`src/rtl/rob_param.sv`:
```
// Parametrised reorder buffer: in-order retirement of out-of-order results.
// Optional `ROB_FWD_EN adds qj/qk operand lookup with same-cycle CDB bypass.
module rob_param #(
  parameter int unsigned DEPTH = 16,
  parameter int unsigned XLEN  = 32,
  parameter int unsigned TAG_W = $clog2(DEPTH)
) (
  input  logic             clk,
  input  logic             reset,
  input  logic             flush,
  input  logic             alloc_valid,
  input  logic [4:0]       alloc_dest,
  input  logic             alloc_writes,
  input  logic             alloc_is_store,
  input  logic             alloc_is_branch,
  input  logic             alloc_pred,
  input  logic [XLEN-1:0]  alloc_pc,
  input  logic [XLEN-1:0]  alloc_imm,
  output logic [TAG_W-1:0] alloc_tag,
  output logic             full,
  output logic             empty,
  output logic [TAG_W:0]   count,
  input  logic             cdb_valid,
  input  logic [TAG_W-1:0] cdb_tag,
  input  logic [XLEN-1:0]  cdb_value,
  input  logic             cdb_taken,
  input  logic             store_done,
  output logic             head_ready,
  output logic [TAG_W-1:0] head_tag,
  output logic [4:0]       head_dest,
  output logic             head_writes,
  output logic             head_is_store,
  output logic             head_is_branch,
  output logic             head_pred,
  output logic             head_taken,
  output logic [XLEN-1:0]  head_value,
  output logic [XLEN-1:0]  head_pc,
  output logic [XLEN-1:0]  head_imm,
  input  logic             commit
`ifdef ROB_FWD_EN
  ,
  input  logic [TAG_W-1:0] qj_tag,
  input  logic [TAG_W-1:0] qk_tag,
  output logic             qj_ready,
  output logic             qk_ready,
  output logic [XLEN-1:0]  qj_value,
  output logic [XLEN-1:0]  qk_value
`endif
);

  localparam int unsigned CNT_W = TAG_W + 1;

  typedef struct packed {
    logic [4:0]      dest;
    logic            writes;
    logic            is_store;
    logic            is_branch;
    logic            pred;
    logic [XLEN-1:0] pc;
    logic [XLEN-1:0] imm;
  } entry_t;

  logic [TAG_W-1:0] r_head;
  logic [TAG_W-1:0] r_tail;
  logic [CNT_W-1:0] r_count;
  logic [DEPTH-1:0] r_valid;
  logic [DEPTH-1:0] r_ready;
  logic [DEPTH-1:0] r_taken;
  logic [XLEN-1:0]  r_value [DEPTH];
  entry_t           r_ent   [DEPTH];

  logic w_full;
  logic w_head_ready;
  logic w_alloc_acc;
  logic w_commit_acc;
  logic w_cdb_acc;
  logic w_store_acc;

  // Full is judged from the registered count only, so a same-cycle commit never frees a slot for alloc.
  assign w_full       = (r_count == CNT_W'(DEPTH));
  assign w_head_ready = r_valid[r_head] && r_ready[r_head];
  assign w_alloc_acc  = alloc_valid && !w_full;
  assign w_commit_acc = commit && w_head_ready;
  assign w_cdb_acc    = cdb_valid && r_valid[cdb_tag] && !r_ent[cdb_tag].is_store;
  assign w_store_acc  = store_done && r_valid[r_head] && r_ent[r_head].is_store;

  always_ff @(posedge clk) begin
    if (reset) begin
      r_head  <= '0;
      r_tail  <= '0;
      r_count <= '0;
      r_valid <= '0;
      r_ready <= '0;
      r_taken <= '0;
      for (int i = 0; i < int'(DEPTH); i++) begin
        r_value[i] <= '0;
        r_ent[i]   <= '0;
      end
    end else if (flush) begin
      r_head  <= '0;
      r_tail  <= '0;
      r_count <= '0;
      r_valid <= '0;
    end else begin
      if (w_alloc_acc) begin
        r_valid[r_tail] <= 1'b1;
        r_ready[r_tail] <= 1'b0;
        r_taken[r_tail] <= 1'b0;
        r_value[r_tail] <= '0;
        r_ent[r_tail]   <= '{dest: alloc_dest, writes: alloc_writes, is_store: alloc_is_store,
                             is_branch: alloc_is_branch, pred: alloc_pred,
                             pc: alloc_pc, imm: alloc_imm};
        r_tail          <= r_tail + TAG_W'(1);
      end
      if (w_cdb_acc) begin
        r_ready[cdb_tag] <= 1'b1;
        r_value[cdb_tag] <= cdb_value;
        r_taken[cdb_tag] <= cdb_taken;
      end
      if (w_store_acc) begin
        r_ready[r_head] <= 1'b1;
      end
      if (w_commit_acc) begin
        r_valid[r_head] <= 1'b0;
        r_head          <= r_head + TAG_W'(1);
      end
      r_count <= r_count + CNT_W'(w_alloc_acc) - CNT_W'(w_commit_acc);
    end
  end

  assign alloc_tag      = r_tail;
  assign full           = w_full;
  assign empty          = (r_count == '0);
  assign count          = r_count;
  assign head_ready     = w_head_ready;
  assign head_tag       = r_head;
  assign head_dest      = r_ent[r_head].dest;
  assign head_writes    = r_ent[r_head].writes;
  assign head_is_store  = r_ent[r_head].is_store;
  assign head_is_branch = r_ent[r_head].is_branch;
  assign head_pred      = r_ent[r_head].pred;
  assign head_taken     = r_taken[r_head];
  assign head_value     = r_value[r_head];
  assign head_pc        = r_ent[r_head].pc;
  assign head_imm       = r_ent[r_head].imm;

`ifdef ROB_FWD_EN
  // Stored result wins; otherwise bypass a CDB broadcast aimed at a valid non-store entry.
  function automatic logic [XLEN:0] lookup(input logic [TAG_W-1:0] t);
    logic [XLEN:0] res;
    res = '0;
    if (r_valid[t] && r_ready[t]) begin
      res = {1'b1, r_value[t]};
    end else if (cdb_valid && (cdb_tag == t) && r_valid[t] && !r_ent[t].is_store) begin
      res = {1'b1, cdb_value};
    end
    return res;
  endfunction

  always_comb begin
    {qj_ready, qj_value} = lookup(qj_tag);
    {qk_ready, qk_value} = lookup(qk_tag);
  end
`endif

endmodule

```
`config.mk`:
```
export PLATFORM = sky130hd
export DESIGN_NAME = rob_param
export DESIGN_NICKNAME = d
export VERILOG_FILES = /design/src/rtl/rob_param.sv
export SDC_FILE = /design/constraint.sdc
export NUM_CORES = 2
export LEC_CHECK = 0
export ABC_CLOCK_PERIOD_IN_PS = 13500
export BUFFER_PORTS_ARGS = -buffer_cell sky130_fd_sc_hd__buf_2
export CAP_MARGIN = 10
export CORE_MARGIN = 1.5
export CORE_UTILIZATION = 56
export DETAILED_ROUTE_END_ITERATION = 8
export GPL_TIMING_DRIVEN = 0
export PLACE_DENSITY = 0.78
export SLEW_MARGIN = 10
export SYNTH_ARGS = -nofsm -noshare
export SYNTH_HDL_FRONTEND = slang
export SYNTH_SLANG_ARGS = --single-unit
```
`constraint.sdc`:
```
create_clock -name clk -period 13.5 [get_ports clk]
set_input_delay 2.7 -clock clk [delete_from_list [all_inputs] [get_ports clk]]
set_output_delay 2.7 -clock clk [all_outputs]
set_load 0.05 [all_outputs]
```
==> flow_summary.ini <==
[cts]
clk_latency_ps = 830
cts-root-buf = clkbuf_16
cts_tree = built
cts_setup_buffers = 0
cts_buffer_depth = 3
path_clk_slew_ps = 60
cts.sinks = 1745
htree_levels = 4
cts_resized = 0
ctsHoldBuffers = 0
cts_buffers = 175

[sta]
report.final.slew_viol_count = 0
whs_ps = 482
fmax_mhz = 127
slew_headroom_pct = 7.86
post-route-period-util_pct = 58.3
period_needed_ps = 7870
finClkSkew_ps = 48.8
fin_ws_ps = 5630
setup_viol = 0
setup_tns_ps = 0
tightest_slew_ps = 1380
rsz0062_at_grt = false
finalHoldViolations = 0

[cells_and_area]
regArea_um2 = 51700
mostFrequentLayoutCells = edfxtp_1 (1680), and2_1 (957), mux4_2 (542), nor2_1 (537), clkbuf_1 (386)
drive_above_1_share_pct = 21.5
stdcell_count = 7497
design_area_um2 = 88900
utilization_pct = 63.8
layout_commonest_cell = edfxtp_1
multi_input_comb_area_um2 = 24900
area_delta_synth_final_pct = 13.1
fillCellCount = 9670
fin_nets = 5594

[pwr]
power_mw = 11.6
ir_worst_vdd_mv = 0.115
power_frac_comb_pct = 5.1
swShare_pct = 22.4
pwr-share-seq_pct = 53.2
p_sw_mw = 2.59
p_clk_share_pct = 41.7
p_per_area_nw_per_um2 = 130
power.leakage_nw = 31.3
p_int_mw = 8.98

[synth]
synth_edf_count = 1680
netlist_instances = 5012
post-synth-top-area-cell = edfxtp_1
ys_ff_latch = 1745
syn_nets = 5144
avgSynthCellArea_um2 = 15.7
ys_seq_area_share_pct = 65.9
synth_warnings = 0
ys.flop_type = edfxtp_1
async_flop_share_pct = 0
synth_top_area_share_pct = 64.2
syn_area_um2 = 78600
synthTopCellsByArea = edfxtp_1 (64%), mux4_2 (16%), and2_1 (7.6%)
synth_cell_types = 59

[floorplan]
io_pins = 239
core_um2 = 139000
fp-row-count = 137
die_h_um = 378
die_w_um = 378
die_area_um2 = 143000
initial_core_util_pct = 56.4

[route]
vias_per_cell = 6.54
post_drt_wl_per_cell_um = 31.1
first_pass_iters = 8
route.antenna.remaining_nets = 0
via_count = 49000
dr.first_iter.drc_count = 7742
drc_errors = 0
wirelength_mm = 233

[setup_path]
required_ps = 10800
path_buf_inv = 5
start_kind = register
end_kind = output port
path_cells = clkbuf_1, clkbuf_1, clkbuf_2, clkbuf_1, mux4_2, mux4_2, buf_2
cpLargestDelayFamily = buffers and inverters
crit_arrival_ps = 5170
cpPeakStageDelay_ps = 910
crit_slowest_cell = clkbuf_1
critPathKind = reg -> out
cpMostUsedCell = clkbuf_1
path_max_fanout = 10

[placement]
place_area_um2 = 83200
dp_slack_ps = 6510
dp_cells = 7161
gp_congestion = 0.939
dp_hpwl_mm = 150
io_buffer_count = 235

[grt]
grt_pass1_vias = 49600
grt_pass1_wl_mm = 333
track_usage_pct = 32.9
antenna_found_initial = 32
grt_max_degree = 46
overflow = 0

[job]
drv_cap = 0

[run_status]
status = finished clean

[min_path]
min_path_type = reg -> reg
-- power by group through the flow --
stage / clock (mW) / sequential (mW) / combinational, mW
after floorplan: 0 / 6.25 / 0.317
after global placement: 0 / 6.28 / 0.533
after detailed placement: 0 / 6.27 / 0.582
after CTS: 4.81 / 6.16 / 0.586
after global routing: 5.01 / 6.17 / 0.613
final: 4.82 / 6.16 / 0.596
-- area by class of cell --
cell class,instances,area share (%)
well taps,1876,2.64
repair buffers,273,2.37
flip-flops and latches,1745,58.2
clock inverters,102,1.18
inverters,43,0.193
clock buffers,217,5.11
multi-input cells,2756,28.0
diodes,17,0.0479
plain buffers,468,2.21
-- cells by family (layout without fill, tap and decap cells) --
| family | after synthesis | after routing | synth area share [%] |
|---|---|---|---|
| AND/OR/NAND/NOR | 1996 | 1996 | 13.6 |
| flip-flops | 1745 | 1745 | 65.9 |
| multiplexers | 580 | 580 | 16.1 |
| buffers and inverters | 511 | 1103 | 2.68 |
| AO/OA/AOI/OAI | 159 | 159 | 1.48 |
| adder cells (fa/ha/maj) | 15 | 15 | 0.248 |
| XOR/XNOR | 6 | 6 | 0.0669 |
| other | 0 | 17 | 0 |
-- registers in the layout (all words and copies together) (netlist names), named ones only --
| signal | count |
|---|---|
| r_ent | 1168 |
| r_value | 512 |
| r_taken | 16 |
| alloc_tag | 4 |
| r_valid | 16 |
| head_tag | 4 |
| count | 5 |
| r_ready | 16 |
-- final timing paths --
path | startpoint | slack (ps) | endpoint | cells after the start
max reg2reg | count[2] | 8910 | r_value[13][27] | 10
max | register | 5630 | head_is_branch | 7
min | r_taken[3] | 480 | r_taken[3] | 2
min reg2reg | r_taken[3] | 480 | r_taken[3] | 2
-- cell usage after synthesis (all sizes together), types with 4 or more instances --
cell,n
xnor2,4
a31oi,14
nor3,7
a21oi,33
buf,110
o211ai,7
dfxtp,65
edfxtp,1680
a22oi,4
a221oi,8
mux2,8
and3,237
nor4b,5
inv,42
nand2,193
o21bai,12
a311oi,17
a21o,11
o21ai,5
ha,14
a21boi,7
o32ai,4
or4,4
mux2i,30
nor2b,8
and2,957
o31ai,4
nand3,16
a211o,4
or2,12
nor2,537
nand4,5
mux4,542
o2111ai,11
o41ai,5
or4b,5
a22o,5
nand2b,4
clkbuf,358
-- tightest hold or removal path, delay by kind of cell (launching register included) --
kind / cells / cell delay (ps)
DFF: 1 / 320
and+or+nand+nor: 1 / 60
AOI/OAI and AO/OA: 1 / 50
-- per-layer routing --
metal,up-vias,wire (um),global-route usage [%]
met5,-,402,1.65
met4,34,12100,16.2
met3,787,31400,10.6
met2,3887,109000,51.1
met1,24600,80100,41.9
li1,19700,-,-
Power figures use the tool's default switching activity.
